[src/rtl/brightness_pkg.sv]
// Shared types and constants for the brightness key front-end.
package brightness_pkg;

   localparam int LEVEL_W = 4;

   localparam int DEF_DEBOUNCE_CYCLES = 500000;
   localparam int DEF_REPEAT_DELAY    = 25000000;
   localparam int DEF_REPEAT_RATE     = 5000000;

   typedef enum logic [1:0] {
      ST_IDLE   = 2'd0,
      ST_PRESS  = 2'd1,
      ST_REPEAT = 2'd2,
      ST_CHORD  = 2'd3
   } key_state_e;

   typedef enum logic {
      KEY_UP = 1'b0,
      KEY_DN = 1'b1
   } key_sel_e;

   function automatic int max2(input int a, input int b);
      return (a > b) ? a : b;
   endfunction

endpackage

[src/rtl/brightness_keys_if.sv]
// Link between the board keys, the key front-end and the brightness stage.
interface brightness_keys_if;
   import brightness_pkg::*;

   // key_*_n are raw asynchronous levels (low = pressed). inc/dec/lvl_rst are
   // single-cycle registered pulses with no back-pressure: the consumer must
   // act on every cycle they are high. held and state are observation levels.
   logic       key_up_n;
   logic       key_dn_n;
   logic       inc;
   logic       dec;
   logic       lvl_rst;
   logic       held;
   key_state_e state;

   modport master (
      input  key_up_n, key_dn_n,
      output inc, dec, lvl_rst, held, state
   );

   modport slave (
      output key_up_n, key_dn_n,
      input  inc, dec, lvl_rst, held, state
   );

endinterface

[src/rtl/key_debounce.sv]
// Two-flop synchronizer followed by a stable-state debounce counter for one
// active-low key; reports the accepted level as active-high pressed_o.
module key_debounce
   import brightness_pkg::*;
#(
   parameter int DEBOUNCE_CYCLES = DEF_DEBOUNCE_CYCLES
) (
   input  logic clk,
   input  logic rst_n,
   input  logic key_n_i,
   output logic pressed_o
);

   localparam int CNT_W = $clog2(DEBOUNCE_CYCLES) + 1;
   localparam logic [CNT_W-1:0] CNT_LAST = CNT_W'(DEBOUNCE_CYCLES - 1);

   logic             sync1_q;
   logic             sync2_q;
   logic             stable_q;
   logic             stable_d;
   logic [CNT_W-1:0] cnt_q;
   logic [CNT_W-1:0] cnt_d;

   always_ff @(posedge clk or negedge rst_n) begin
      if (!rst_n) begin
         sync1_q  <= 1'b1;
         sync2_q  <= 1'b1;
         stable_q <= 1'b1;
         cnt_q    <= '0;
      end else begin
         sync1_q  <= key_n_i;
         sync2_q  <= sync1_q;
         stable_q <= stable_d;
         cnt_q    <= cnt_d;
      end
   end

   // The DEBOUNCE_CYCLES-th consecutive disagreeing sample flips the state
   // in the same edge, so the counter never has to hold the full count.
   always_comb begin
      stable_d = stable_q;
      cnt_d    = '0;
      if (sync2_q != stable_q) begin
         if (cnt_q == CNT_LAST) begin
            stable_d = sync2_q;
         end else begin
            cnt_d = cnt_q + CNT_W'(1);
         end
      end
   end

   assign pressed_o = ~stable_q;

endmodule

[src/rtl/brightness_keys.sv]
// Key front-end: debounces both keys and turns them into inc/dec pulses with
// auto-repeat, plus a level-reset pulse when both keys are pressed together.
module brightness_keys
   import brightness_pkg::*;
#(
   parameter int DEBOUNCE_CYCLES = DEF_DEBOUNCE_CYCLES,
   parameter int REPEAT_DELAY    = DEF_REPEAT_DELAY,
   parameter int REPEAT_RATE     = DEF_REPEAT_RATE
) (
   input  logic              clk,
   input  logic              rst_n,
   brightness_keys_if.master bus
);

   localparam int CNT_W = $clog2(max2(REPEAT_DELAY, REPEAT_RATE)) + 1;
   localparam logic [CNT_W-1:0] DELAY_LD = CNT_W'(REPEAT_DELAY);
   localparam logic [CNT_W-1:0] RATE_LD  = CNT_W'(REPEAT_RATE);

   logic up_p;
   logic dn_p;

   key_debounce #(.DEBOUNCE_CYCLES(DEBOUNCE_CYCLES)) u_deb_up (
      .clk       (clk),
      .rst_n     (rst_n),
      .key_n_i   (bus.key_up_n),
      .pressed_o (up_p)
   );

   key_debounce #(.DEBOUNCE_CYCLES(DEBOUNCE_CYCLES)) u_deb_dn (
      .clk       (clk),
      .rst_n     (rst_n),
      .key_n_i   (bus.key_dn_n),
      .pressed_o (dn_p)
   );

   key_state_e       state_q;
   key_state_e       state_d;
   key_sel_e         active_q;
   key_sel_e         active_d;
   logic [CNT_W-1:0] cnt_q;
   logic [CNT_W-1:0] cnt_d;
   logic             up_prev_q;
   logic             dn_prev_q;
   logic             inc_q;
   logic             inc_d;
   logic             dec_q;
   logic             dec_d;
   logic             lvl_rst_q;
   logic             lvl_rst_d;

   logic             up_rise;
   logic             dn_rise;
   logic             act_p;
   logic             oth_p;

   assign up_rise = up_p & ~up_prev_q;
   assign dn_rise = dn_p & ~dn_prev_q;
   assign act_p   = (active_q == KEY_UP) ? up_p : dn_p;
   assign oth_p   = (active_q == KEY_UP) ? dn_p : up_p;

   always_ff @(posedge clk or negedge rst_n) begin
      if (!rst_n) begin
         state_q   <= ST_IDLE;
         active_q  <= KEY_UP;
         cnt_q     <= '0;
         up_prev_q <= 1'b0;
         dn_prev_q <= 1'b0;
         inc_q     <= 1'b0;
         dec_q     <= 1'b0;
         lvl_rst_q <= 1'b0;
      end else begin
         state_q   <= state_d;
         active_q  <= active_d;
         cnt_q     <= cnt_d;
         up_prev_q <= up_p;
         dn_prev_q <= dn_p;
         inc_q     <= inc_d;
         dec_q     <= dec_d;
         lvl_rst_q <= lvl_rst_d;
      end
   end

   always_comb begin
      state_d   = state_q;
      active_d  = active_q;
      cnt_d     = cnt_q;
      inc_d     = 1'b0;
      dec_d     = 1'b0;
      lvl_rst_d = 1'b0;
      case (state_q)
         ST_IDLE: begin
            if (up_rise || dn_rise) begin
               if (up_p && dn_p) begin
                  state_d   = ST_CHORD;
                  lvl_rst_d = 1'b1;
               end else begin
                  state_d  = ST_PRESS;
                  active_d = up_rise ? KEY_UP : KEY_DN;
                  cnt_d    = DELAY_LD;
                  inc_d    = up_rise;
                  dec_d    = ~up_rise;
               end
            end
         end
         ST_PRESS, ST_REPEAT: begin
            // Release beats a repeat pulse falling due on the same edge.
            if (!act_p) begin
               state_d = ST_IDLE;
               cnt_d   = '0;
            end else if (oth_p) begin
               state_d   = ST_CHORD;
               cnt_d     = '0;
               lvl_rst_d = 1'b1;
            end else if (cnt_q <= CNT_W'(1)) begin
               state_d = ST_REPEAT;
               cnt_d   = RATE_LD;
               inc_d   = (active_q == KEY_UP);
               dec_d   = (active_q == KEY_DN);
            end else begin
               cnt_d = cnt_q - CNT_W'(1);
            end
         end
         ST_CHORD: begin
            if (!up_p && !dn_p) begin
               state_d = ST_IDLE;
            end
         end
         default: begin
            state_d = ST_IDLE;
            cnt_d   = '0;
         end
      endcase
   end

   assign bus.inc     = inc_q;
   assign bus.dec     = dec_q;
   assign bus.lvl_rst = lvl_rst_q;
   assign bus.held    = (state_q == ST_PRESS) || (state_q == ST_REPEAT);
   assign bus.state   = state_q;

endmodule

[src/flat_wrapper.sv]
// flat-port wrapper written by rule: the top's interface ports become plain ports
module brightness_keys_flat import brightness_pkg::*;
#(
   parameter int DEBOUNCE_CYCLES = DEF_DEBOUNCE_CYCLES,
   parameter int REPEAT_DELAY    = DEF_REPEAT_DELAY,
   parameter int REPEAT_RATE     = DEF_REPEAT_RATE
)
  (clk, rst_n, bus_key_up_n, bus_key_dn_n, bus_inc, bus_dec, bus_lvl_rst, bus_held, bus_state);
  brightness_keys_if bus_i ();
  input  logic clk;
  input  logic rst_n;
  input wire logic [$bits(bus_i.key_up_n)-1:0] bus_key_up_n;
  input wire logic [$bits(bus_i.key_dn_n)-1:0] bus_key_dn_n;
  output wire logic [$bits(bus_i.inc)-1:0] bus_inc;
  output wire logic [$bits(bus_i.dec)-1:0] bus_dec;
  output wire logic [$bits(bus_i.lvl_rst)-1:0] bus_lvl_rst;
  output wire logic [$bits(bus_i.held)-1:0] bus_held;
  output wire logic [$bits(bus_i.state)-1:0] bus_state;
  assign bus_i.key_up_n = bus_key_up_n;
  assign bus_i.key_dn_n = bus_key_dn_n;
  assign bus_inc = bus_i.inc;
  assign bus_dec = bus_i.dec;
  assign bus_lvl_rst = bus_i.lvl_rst;
  assign bus_held = bus_i.held;
  assign bus_state = bus_i.state;
  brightness_keys #(.DEBOUNCE_CYCLES(DEBOUNCE_CYCLES), .REPEAT_DELAY(REPEAT_DELAY), .REPEAT_RATE(REPEAT_RATE)) u_core (.clk(clk), .rst_n(rst_n), .bus(bus_i));
endmodule
[config.mk]
export PLATFORM = sky130hd
export DESIGN_NAME = brightness_keys_flat
export DESIGN_NICKNAME = d
export VERILOG_FILES = /design/src/rtl/brightness_pkg.sv /design/src/rtl/brightness_keys_if.sv /design/src/rtl/key_debounce.sv /design/src/rtl/brightness_keys.sv /design/src/flat_wrapper.sv
export SDC_FILE = /design/constraint.sdc
export NUM_CORES = 1
export LEC_CHECK = 0
export CORE_MARGIN = 5
export CORE_UTILIZATION = 50
export DETAILED_ROUTE_END_ITERATION = 8
export PLACE_DENSITY = 0.68
export SYNTH_ARGS = -nofsm -noshare
export SYNTH_HDL_FRONTEND = slang
export SYNTH_SLANG_ARGS = --single-unit
[constraint.sdc]
create_clock -name clk -period 3.6 [get_ports clk]
set_input_delay 1.08 -clock clk [delete_from_list [all_inputs] [get_ports clk]]
set_output_delay 1.08 -clock clk [all_outputs]
set_load 0.05 [all_outputs]
Yosys cells after proc, flatten, opt, wreduce, memory -nomap -nowiden. Index checks and enable logic that the tools add are counted.

Bitwise gates (word level): 9. Equality and inequality tests: 11. Reduce and logical (&&, ||, !) cells: 12. Order comparisons: 1. Muxes and demuxes: 37. Add/sub/neg operators: 3.

Operators by type and width (number): two-way mux 26 bit (5); two-way mux 20 bit (4); one-hot mux 26 bit (2 select lines) (1); adder 20 x 1 -> 20 bit, second input constant (2); == test 20 x 19 -> 1 bit, second input constant (2); <= comparator 26 x 1 -> 1 bit, second input constant (1); subtractor 26 x 1 -> 26 bit, second input constant (1); two-way mux 1 bit (17); two-way mux 2 bit (6); AND reduction 3 bit (3); NOT 1 bit (7); one-hot mux 1 bit (2 select lines) (3); one-hot mux 2 bit (3 select lines) (1); == test 2 bit, second input constant (2); inequality test 2 x 1 -> 1 bit, second input constant (2); inequality test 4 bit, second input constant (1); AND reduction 2 bit (2); AND 1 bit (2); == test 2 x 1 -> 1 bit, second input constant (1); logical AND 1 bit (2); zero test 2 bit (1); logical OR 1 bit (2); inequality test 1 bit (2); inequality test 2 bit, second input constant (1); 2 further kinds (2).

Bits in registers: 80. Input bits: 4. Word-level logic and storage cells: 89. Output and inout port bits: 6.

Logic depth before layout (Yosys ltp). Gate-level depths: netlist of run 1.

Depth in word-level cells: 6. Depth in mapped cells: 8. Mapped depth without buffers: 7.

Cells and area by module. Synthesis of run 1 repeated with hierarchy kept, for this count alone.

Cell total of the unflattened synthesis: 457. Area total of the unflattened synthesis: 4519.3 µm².

By module, submodules not included: key_debounce (seq. area each 579.3 µm², area each 1148.6 µm², times used 2, cells an instance 110); brightness_keys (seq. area each 850.8 µm², area each 2222.1 µm², times used 1, cells an instance 237).

Least setup slack after synthesis of run 1. OpenSTA, ideal clock, no wires.

Path kind: register to output. Start: register u_core.state_q[0] (netlist: u_core.bus.state[0]). End: output bus_held. Buffers on the path: 0. Path slack: 1.049 ns. Arrival time: 1.471 ns. Data required time: 2.520 ns. Cell stages (with the launch flop): 3. Cells stage by stage: dfrtp_1 -> inv_1 -> ha_1.

Word-level cells in the longest chain between the ends: 2. Elaborated cells between the ends (all ways): 3. Those cells by class: eq/ne (2); reduce/logical (1).

Ends and longest elaborated chain: start: declaration (line brightness_keys.sv:36) `key_state_e state_q;`; start signal: assignment (line brightness_keys.sv:72) `state_q <= state_d;`; == test 2 x 1 -> 1 bit or == test 2 bit (tied branches) (line brightness_keys.sv:138) `assign bus.held = (state_q == ST_PRESS) || (state_q == ST_REPEAT);`; logical OR 1 bit * (line brightness_keys.sv:138); end: declaration (line flat_wrapper.sv:17) `output wire logic [$bits(bus_i.held)-1:0] bus_held;`.

Every way passes the cells marked *; elsewhere a longest branch is shown, timed or not.

Worst setup path after layout of run 1.
Start: register u_core.state_q[1] (netlist: u_core.bus.state[1]). End: output bus_held.

Same word-level chain as after synthesis.

==> summary.md, run 1 <==
| Metric | Value |
|---|---|
| Outcome | completed |
| Die area | 10250 µm² |
| IO Pins | 10 |
| Final net count | 451 |
| P_leak | 1.943 nW |
| Synth cell types | 52 |
| Final Setup Violations | 0 |
| Total grt overflow | 0 |
| Clock Root Buffer | clkbuf_8 |
| Post-CTS Setup Repair Bufs | 0 |
| Routability-driven placement congestion ratio | 0.8279 |
| Vias in the first global route | 2903 |
| Commonest non-fill, non-tap cell in the layout | dfrtp_1 |
| Critical Path Sink Type | primary output |
| Yosys warns | 0 |
| Worst R2R Start | u_core.cnt_q[20] |
| First-pass GRT wire length | around 14 mm |
| Core Util, Final | 0.5589 |
| Hold Crit Class | reg2reg |
| Reg2reg path depth | 5 |
| Cts hold-fix bufs | 0 |
| Clk pwr share | 0.444 |
| Initial antenna violation count | 0 |
| RSZ-0062 raised after global routing | no |
| Crit start category | flop |
| Starting density of the core | 0.5090 |
| # clock sinks | 80 |
| Longest Clk Path Bufs | 2 |
| HPWL Detailed | 5.467 mm |
| Iteration-0 DRC count of the detailed router | between 90 and 100 |
| # DRC | 0 |
| CTS H-Tree Depth | 3 |
| Crit path kind | reg2out |
| Post-synth ARST share | 1.000 |
| Layout area overhead | 9.802% |
| PwrDens | 374.1 nW/µm² |
| DIE WIDTH | 101.2 µm |
| WP data arrival | 1970 ps |
| Reg clk slew, reported paths | 90 ps |
| Final Hold Fails | 0 |
| CTS tree | built |
| Vias per std cell | between 5 and 6 |
| Maximum vdd ir drop | 0.0002034 V |
| Cells along the critical path | inv_1 -> ha_1 -> clkdlybuf4s50_1 |
| Antenna diode count | 0 |
| Hold Slack | ~360 ps |
| Clk_skew | 9.144 ps |
| Seq cells post-synth | 80 |
| Post-synthesis sequential area ratio | 0.4829 |
| Post-detailed-route count of antenna-violating nets | 0 |
| Gate power share | 0.022 |
| Port-buffer cells | 9 |
| Tmin final | 3047 ps |
| Slowest CP cell | clkdlybuf4s50_1 |
| Die H | about 100 µm |
| CP Launch Point | u_core.bus.state[1] |
| Post-cts gate resize count | 0 |
| Synthesized Nets | 443 |
| Switching Power | between 0.0003 and 0.0004 W |
| CP peak stage delay | 820 ps |
| Rows | 33 |
| Worst Path Required | 2520 ps |
| Mapped Area | 4161 µm² |
| Slew Limit Fails | 0 |
| DRT Pass-1 Iters | 4 |
| Switching share of power | 0.2221 |
| Period utilisation layout | 0.8465 |
| Max cap viols | 0 |
| Core Region | 8175 µm² |
| WL/cell | 14.68 µm |
| Post-Synthesis Cells | 432 |
| Primary FF master, synth | dfrtp_1 |
| Hold path startpoint | u_core.u_deb_dn.sync1_q |
| CP Max Fanout | 3 |
| F_max | 328.2 MHz |
| Routed WL | between 8 and 9 mm |
| Total power | between 0.0015 and 0.002 W |
| Worst-Skew Late Latency | roughly 350 ps |
| Fin Setup TNS | 0 ps |
| Hold depth | 0 |
| Largest net degree at the start of global routing | 81 |
| Number of CTS-inserted buffers | 9 |
| Post-synth EDFFs | 0 |
| Sequential share of power | 0.534 |
| P_int | 0.001330 W |
| Most frequent cells in the layout | dfrtp_1 (74), nor2_1 (70), xnor2_1 (33) |
| Worst slew margin | 0.3520 |
| Vias | 3097 |
| Slew @ Worst Pin | between 900 and 1000 ps |
| Layout cells sized above 1 | 0.09438 |
| Tot GR Track Use | 0.1707 |
| Syn_area_per_cell | 9.633 µm² |
-- area by class of cell --
class,count,area [µm²]
Clock buffer,10,137.6
Clock inverter,6,90.09
Fill cell,733,3606
Inverter,13,48.80
Multi-Input combinational cell,323,2034
Sequential cell,80,2009
Tap cell,105,131.4
Timing Repair Buffer,13,117.6
-- per-stage QoR --
stage,setup WS (ps),std cells,instance area [µm²]
4_1_cts,531.5,550,4569
3_5_place_dp,939.5,534,4342
6_report,552.7,550,4569
5_1_grt,468.8,550,4569
2_1_floorplan,1049,432,4161
3_3_place_gp,954.5,534,4342
-- worst paths after layout --
kind | endpoint | slack, ps
worst max register to register | u_core.cnt_q[10] | 920
min in group asynchronous | u_core.cnt_q[23] | 860
worst max-delay path | bus_held | 550
worst min-delay path | u_core.u_deb_dn.sync2_q | 360
max in group asynchronous | u_core.cnt_q[8] | 2090
worst min register to register | u_core.u_deb_dn.sync2_q | 360
-- cells by family after synthesis --
family | after synthesis | share of synthesized area
compound gates | 62 | 0.1106
xor+xnor | 48 | 0.1010
fa+ha+maj | 7 | 0.02105
buf+inv | 29 | 0.02977
flops | 80 | 0.4829
mux | 2 | 0.004811
simple gates | 204 | 0.2499
-- sequential cells by signal, indices dropped and copies added, names as in the netlist --
register and count:
u_core.u_deb_up.sync1_q 1, u_core.cnt_q 26, u_core.u_deb_dn.stable_q 1, u_core.active_q 1, u_core.u_deb_dn.cnt_q 20, u_core.bus.state 2, u_core.u_deb_up.sync2_q 1, u_core.u_deb_up.cnt_q 20
u_core.bus.inc 1, u_core.u_deb_up.stable_q 1, u_core.u_deb_dn.sync2_q 1, u_core.dn_prev_q 1, u_core.u_deb_dn.sync1_q 1, u_core.bus.lvl_rst 1, u_core.bus.dec 1, u_core.up_prev_q 1
-- synthesized netlist by cell type, drive strengths merged, types with 7 or more instances --
master,count,area [µm²]
clkbuf,10,37.54
nor2,70,262.8
dfrtp,74,1852
xor2,15,131.4
nor3,19,100.1
nor4,18,118.9
a21oi,12,60.06
o21ai,11,55.05
ha,7,87.58
nand3,18,90.09
inv,13,48.80
nand4,13,81.33
xnor2,33,289.0
nand2,26,97.59
-- power groups by stage --
stage	clock network [W]	logic [W]	registers, W
global placement	0	0.0000392	0.000931
detailed placement	0	0.0000399	0.000931
finish	0.000759	0.0000374	0.000914
floorplan	0	0.0000160	0.000930
global route	0.000822	0.0000449	0.000915
CTS	0.000778	0.0000401	0.000914
-- routing by layer --
metal  vias to the layer above  track usage  part of all wire
met4                         0      0.05010             0.012
li1                       1547            -                 -
met1                      1503       0.2310              0.48
met3                        10      0.04063             0.030
met5                         -            0                 0
met2                        37       0.2741              0.48
-- worst max-delay path: cells and delay by family, from the launching register on --
kind	cells	cell delay, ps
flip-flops	1	370
adder cells (fa/ha/maj)	1	340
buffers and inverters	2	900
(Power assumes the default switching activity.)
==> run 2: changes to the inputs <==
==> constraint.sdc (replaced) <==
create_clock -name clk -period 2.87 [get_ports clk]
set_input_delay 0.861 -clock clk [delete_from_list [all_inputs] [get_ports clk]]
set_output_delay 0.861 -clock clk [all_outputs]
set_load 0.05 [all_outputs]
==> run 2 against run 1 <==
Compared with the run above: critical path type is now reg2reg; via count is 1.2% higher; total power is 21% higher; first-iteration DRC count is 73% higher; routed wire length is 1.1% lower; critical endpoint is now u_core.cnt_q[24]; setup slack worse by 250 ps; critical path depth is 2 higher.
==> summary.md, run 2 (synthesis results as in run 1) <==
| Metric | Value |
|---|---|
| Iteration-0 DRC count of the detailed router | about 160 |
| Period utilisation layout | 0.8939 |
| Rows | 33 |
| Die area | between 10000 and 15000 µm² |
| Layout area overhead | 10.55% |
| Post-CTS Setup Repair Bufs | 0 |
| CTS H-Tree Depth | 3 |
| Die H | 101.2 µm |
| Routed WL | 7.983 mm |
| Maximum vdd ir drop | 0.0003049 V |
| Slowest CP cell | or4_1 |
| Final Setup Violations | 0 |
| Hold Crit Class | reg2reg |
| HPWL Detailed | 5.543 mm |
| Worst slew margin | 0.6209 |
| Cts hold-fix bufs | 0 |
| CP Max Fanout | 12 |
| Crit path kind | reg2reg |
| Fin Setup TNS | 0 ps |
| Port-buffer cells | 9 |
| Cells along the critical path | or4_1 -> or3_1 -> o31ai_4 -> o21ai_0 -> a22o_1 |
| Reg clk slew, reported paths | approximately 90 ps |
| DIE WIDTH | 101.2 µm |
| CP peak stage delay | around 550 ps |
| Critical Path Sink Type | flop |
| DRT Pass-1 Iters | 4 |
| Crit start category | flop |
| Reg area | 2009 µm² |
| Outcome | completed |
| WL/cell | roughly 14 µm |
| # clock sinks | 80 |
| First-pass GRT wire length | 14.14 mm |
| Final Hold Fails | 0 |
| Biggest register | u_core.cnt_q |
| Longest Clk Path Bufs | 2 |
| Multi-input logic area | 2034 µm² |
| Slew Limit Fails | 0 |
| Tot GR Track Use | 0.1727 |
| Antenna diode count | 0 |
| Slew @ Worst Pin | 568.6 ps |
| Starting density of the core | 0.5090 |
| Vias in the first global route | ~3000 |
| P_leak | 1.959 nW |
| Most frequent cells in the layout | dfrtp_1 (74), nor2_1 (70), xnor2_1 (33) |
| Max FFs per register | 26 |
| Worst Path Required | approximately 3100 ps |
| Worst-Skew Late Latency | 360 ps |
| PwrDens | 449.9 nW/µm² |
| Layout cells sized above 1 | 0.1027 |
| RSZ-0062 raised after global routing | no |
| Clk_skew | slightly below 8 ps |
| Vias per std cell | around 5.7 |
| Initial antenna violation count | 0 |
| Fillers | 708 |
| Clock Root Buffer | clkbuf_8 |
| Commonest non-fill, non-tap cell in the layout | dfrtp_1 |
| IO Pins | 10 |
| Total grt overflow | 0 |
| Tmin final | 2565 ps |
| Largest registers | u_core.cnt_q: 26 flops, u_core.u_deb_dn.cnt_q: 20 flops, u_core.u_deb_up.cnt_q: 20 flops |
| Post-cts gate resize count | 0 |
| Vias | around 3100 |
| CTS tree | built |
| Number of CTS-inserted buffers | 9 |
| Routability-driven placement congestion ratio | 0.8567 |
| Largest net degree at the start of global routing | 44 |
| # DRC | 0 |
| Core Region | 8175 µm² |
| F_max | 389.8 MHz |
| Post-detailed-route count of antenna-violating nets | 0 |
| Max cap viols | 0 |
| Final net count | 454 |
| Hold Slack | between 300 and 400 ps |
| WP data arrival | 2810 ps |
run 2: cell count changes in the layout (fill, tap and decap cells not counted):
cell / change
inv_6: -1
buf_12: +2
buf_4: +2
clkinv_2: -1
clkinvlp_4: -1
clkdlybuf4s50_1: -1
inv_8: +1
clkinv_4: +3
bufinv_16: -1
run 2: worst paths after layout:
kind / cells past startpoint / slack [ps] / startpoint / endpoint
setup / recovery: 5 / 300 / u_core.cnt_q[20] / u_core.cnt_q[24]
hold / removal: 0 / 360 / u_core.u_deb_dn.sync1_q / u_core.u_deb_dn.sync2_q
setup reg to reg: 5 / 300 / u_core.cnt_q[20] / u_core.cnt_q[24]
hold reg to reg: 0 / 360 / u_core.u_deb_dn.sync1_q / u_core.u_deb_dn.sync2_q
max in group asynchronous: 2 / 1750 / rst_n / u_core.u_deb_up.stable_q
min in group asynchronous: 1 / 470 / rst_n / u_core.cnt_q[5]
run 2: cell type report:
class / count / area share
Clock buffer: 10 / 0.02992
Inverter: 13 / 0.01061
Tap cell: 105 / 0.02856
Multi-Input combinational cell: 323 / 0.4422
Sequential cell: 80 / 0.4368
Timing Repair Buffer: 16 / 0.03535
Clock inverter: 6 / 0.01659
run 2: where the power goes:
group | internal (W) | total [W] | switching (W)
sequential | 0.00114 | 0.00115 | 0.00000805
combinational | 0.0000143 | 0.0000502 | 0.0000359
clock | 0.000439 | 0.000874 | 0.000434
total | 0.00159 | 0.00207 | 0.000478
run 2: through the flow:
step | area (µm²) | util | total power [W] | setup slack (ps) | cells
global route | 4601 | 0.5627 | 0.002164 | 155.4 | 553
finish | 4601 | 0.5627 | 0.002070 | 304.6 | 553
CTS | 4601 | 0.5627 | 0.002107 | 314.4 | 553
floorplan | 4161 | - | 0.001187 | 490.0 | 432
detailed placement | 4387 | 0.5366 | 0.001222 | 303.8 | 537
global placement | 4387 | 0.5366 | 0.001220 | 393.2 | 537
run 2: metal layers:
layer / routed length (µm) / vias to the layer above / global-route usage
li1: - / 1553 / -
met1: 3760 / 1516 / 0.2250
met2: 3824 / 49 / 0.2787
met3: 241 / 17 / 0.04339
met4: 157 / 0 / 0.06442
met5: 0 / - / 0
run 2: worst max-delay path, delay by kind of cell, from the launching register on:
kind	cells	cell delay [ps]
compound gates	3	950
simple gates	2	1080
flops	1	420
==> run 3: changes to the inputs <==
--- a/config.mk
+++ b/config.mk
@@ -6,9 +6,9 @@
 export NUM_CORES = 1
 export LEC_CHECK = 0
 export CORE_MARGIN = 5
-export CORE_UTILIZATION = 50
+export CORE_UTILIZATION = 62
 export DETAILED_ROUTE_END_ITERATION = 8
-export PLACE_DENSITY = 0.68
+export PLACE_DENSITY = 0.81
 export SYNTH_ARGS = -nofsm -noshare
 export SYNTH_HDL_FRONTEND = slang
 export SYNTH_SLANG_ARGS = --single-unit
==> run 3 against run 2 <==
Compared with the run above: clock power decreased by 9.8%; utilization grew 14 points; largest power group unchanged; sequential power barely moved; clock-buffer cell count up 1; worst hold slack is essentially flat; total power decreased by 4.2%; sequential share of layout area is 0.72 points higher; sequential cell count is the same; clock skew up 0.98 ps.
==> summary.md, run 3 (synthesis results as in run 1) <==
| Metric | Value |
|---|---|
| # DRC | 0 |
| Rows | 29 |
| WL/cell | 15.49 µm |
| Worst Path Required | between 3000 and 4000 ps |
| Clk_skew | a little under 9 ps |
| Max cap viols | 0 |
| Largest registers | u_core.cnt_q: 26 flops, u_core.u_deb_dn.cnt_q: 20 flops, u_core.u_deb_up.cnt_q: 20 flops |
| Period utilisation layout | 0.9082 |
| Number of CTS-inserted buffers | 9 |
| PwrDens | 438.4 nW/µm² |
| Most frequent cells in the layout | dfrtp_1 (74), nor2_1 (70), xnor2_1 (33) |
| Post-detailed-route count of antenna-violating nets | 0 |
| Routability-driven placement congestion ratio | 0.8656 |
| # clock sinks | 80 |
| CP Launch Point | u_core.cnt_q[20] |
| WP data arrival | ~2800 ps |
| Reg2reg path depth | 5 |
| Final net count | approximately 450 |
| Antenna diode count | 0 |
| Reg clk slew, reported paths | 70 ps |
| DRT Pass-1 Iters | 4 |
| Slew @ Worst Pin | 506.2 ps |
| Worst-Skew Late Latency | 340 ps |
| Fillers | 470 |
| Vias in the first global route | 3104 |
| First-pass GRT wire length | 14.31 mm |
| F_max | 383.6 MHz |
| RSZ-0062 raised after global routing | no |
| Die area | 8450 µm² |
| CTS tree | built |
| Outcome | completed |
| Longest Clk Path Bufs | 2 |
| Cts hold-fix bufs | 0 |
| Total grt overflow | 0 |
| Final Setup Violations | 0 |
| Final cell count without fillers | 524 |
| Critical Path Sink Type | flop |
| Vias | 3144 |
| Port-buffer cells | 9 |
| Die H | just over 90 µm |
| IO Pins | 10 |
| Final Hold Fails | 0 |
| Post-CTS Setup Repair Bufs | 0 |
| Fin Setup TNS | 0 ps |
| Biggest register | u_core.cnt_q |
| P_leak | 1.946 nW |
| Worst R2R Start | u_core.cnt_q[20] |
| Clock Root Buffer | clkbuf_8 |
| CP Max Fanout | 10 |
| R2r setup slk | 260 ps |
| Initial antenna violation count | 0 |
| Crit path kind | reg2reg |
| Worst slew margin | 0.6615 |
| Tmin final | 2607 ps |
| Slew Limit Fails | 0 |
| Dpl cells | 509 |
| Layout area overhead | 8.749% |
| Iteration-0 DRC count of the detailed router | around 130 |
| Hold Slack | ~360 ps |
| Layout cells sized above 1 | 0.09843 |
| Post-cts gate resize count | 0 |
| Maximum vdd ir drop | approximately 0.00036 V |
| Worst Setup EP | u_core.cnt_q[17] |
| FF-to-FF End | u_core.cnt_q[17] |
| Tot GR Track Use | 0.2067 |
| HPWL Detailed | approximately 5.7 mm |
| Routed WL | 8.115 mm |
| Hold Crit Class | reg2reg |
| DIE WIDTH | approximately 92 µm |
| Max FFs per register | 26 |
| CTS H-Tree Depth | 3 |
| Core Region | 6422 µm² |
| Starting density of the core | 0.6480 |
| Vias per std cell | 6.000 |
| Largest net degree at the start of global routing | 42 |
| Hold path startpoint | u_core.u_deb_dn.sync1_q |
| Commonest non-fill, non-tap cell in the layout | dfrtp_1 |
| Crit start category | flop |
run 3: layer usage:
layer | vias to the layer above | global-route usage | routed length, µm
met5 | - | 0 | 0
met4 | 0 | 0.06931 | 78
met3 | 8 | 0.03437 | 270
met2 | 52 | 0.3358 | 3974
met1 | 1524 | 0.2836 | 3792
li1 | 1560 | - | -
run 3: cell type report:
type	count	area (µm²)	share of cell area
Timing Repair Buffer	16	150.1	0.03318
Multi-Input combinational cell	323	2034	0.4495
Inverter	13	48.80	0.01078
Sequential cell	80	2009	0.4440
Tap cell	77	96.34	0.02129
Clock inverter	4	45.04	0.009953
Clock buffer	11	141.4	0.03124
run 3: worst max-delay path, cell delays in order (launching register included):
cell and delay, ps:
dfrtp_1 420, or4_1 550, or3_1 530, nor3_2 490, o21a_1 410, nor2_1 100
run 3: stage by stage:
| stage | power [W] | setup WS [ps] | cell area (µm²) | utilization |
|---|---|---|---|---|
| finish | 0.001984 | 263.4 | 4526 | 0.7047 |
| floorplan | 0.001187 | 490.0 | 4161 | - |
| CTS | 0.002013 | 263.8 | 4526 | 0.7047 |
| detailed placement | 0.001220 | 272.7 | 4339 | 0.6756 |
| global placement | 0.001218 | 346.2 | 4339 | 0.6756 |
| global route | 0.002083 | 129.2 | 4526 | 0.7047 |
run 3: report_power, final:
| group | internal (W) | leakage [nW] | switching (W) | total [W] |
|---|---|---|---|---|
| registers | 0.00114 | 1.07 | 0.00000845 | 0.00115 |
| clock network | 0.000417 | 0.0989 | 0.000370 | 0.000788 |
| logic | 0.0000135 | 0.776 | 0.0000359 | 0.0000494 |
| total | 0.00157 | 1.95 | 0.000415 | 0.00198 |
run 3: worst min-delay path by stage:
stage                              endpoint  cells past startpoint  slack [ps]
floorplan           u_core.u_deb_dn.sync2_q                      0         350
global placement    u_core.u_deb_up.sync2_q                      0         350
detailed placement  u_core.u_deb_up.sync2_q                      0         350
CTS                 u_core.u_deb_up.sync2_q                      0         360
global route        u_core.u_deb_up.sync2_q                      0         370
finish              u_core.u_deb_dn.sync2_q                      0         360
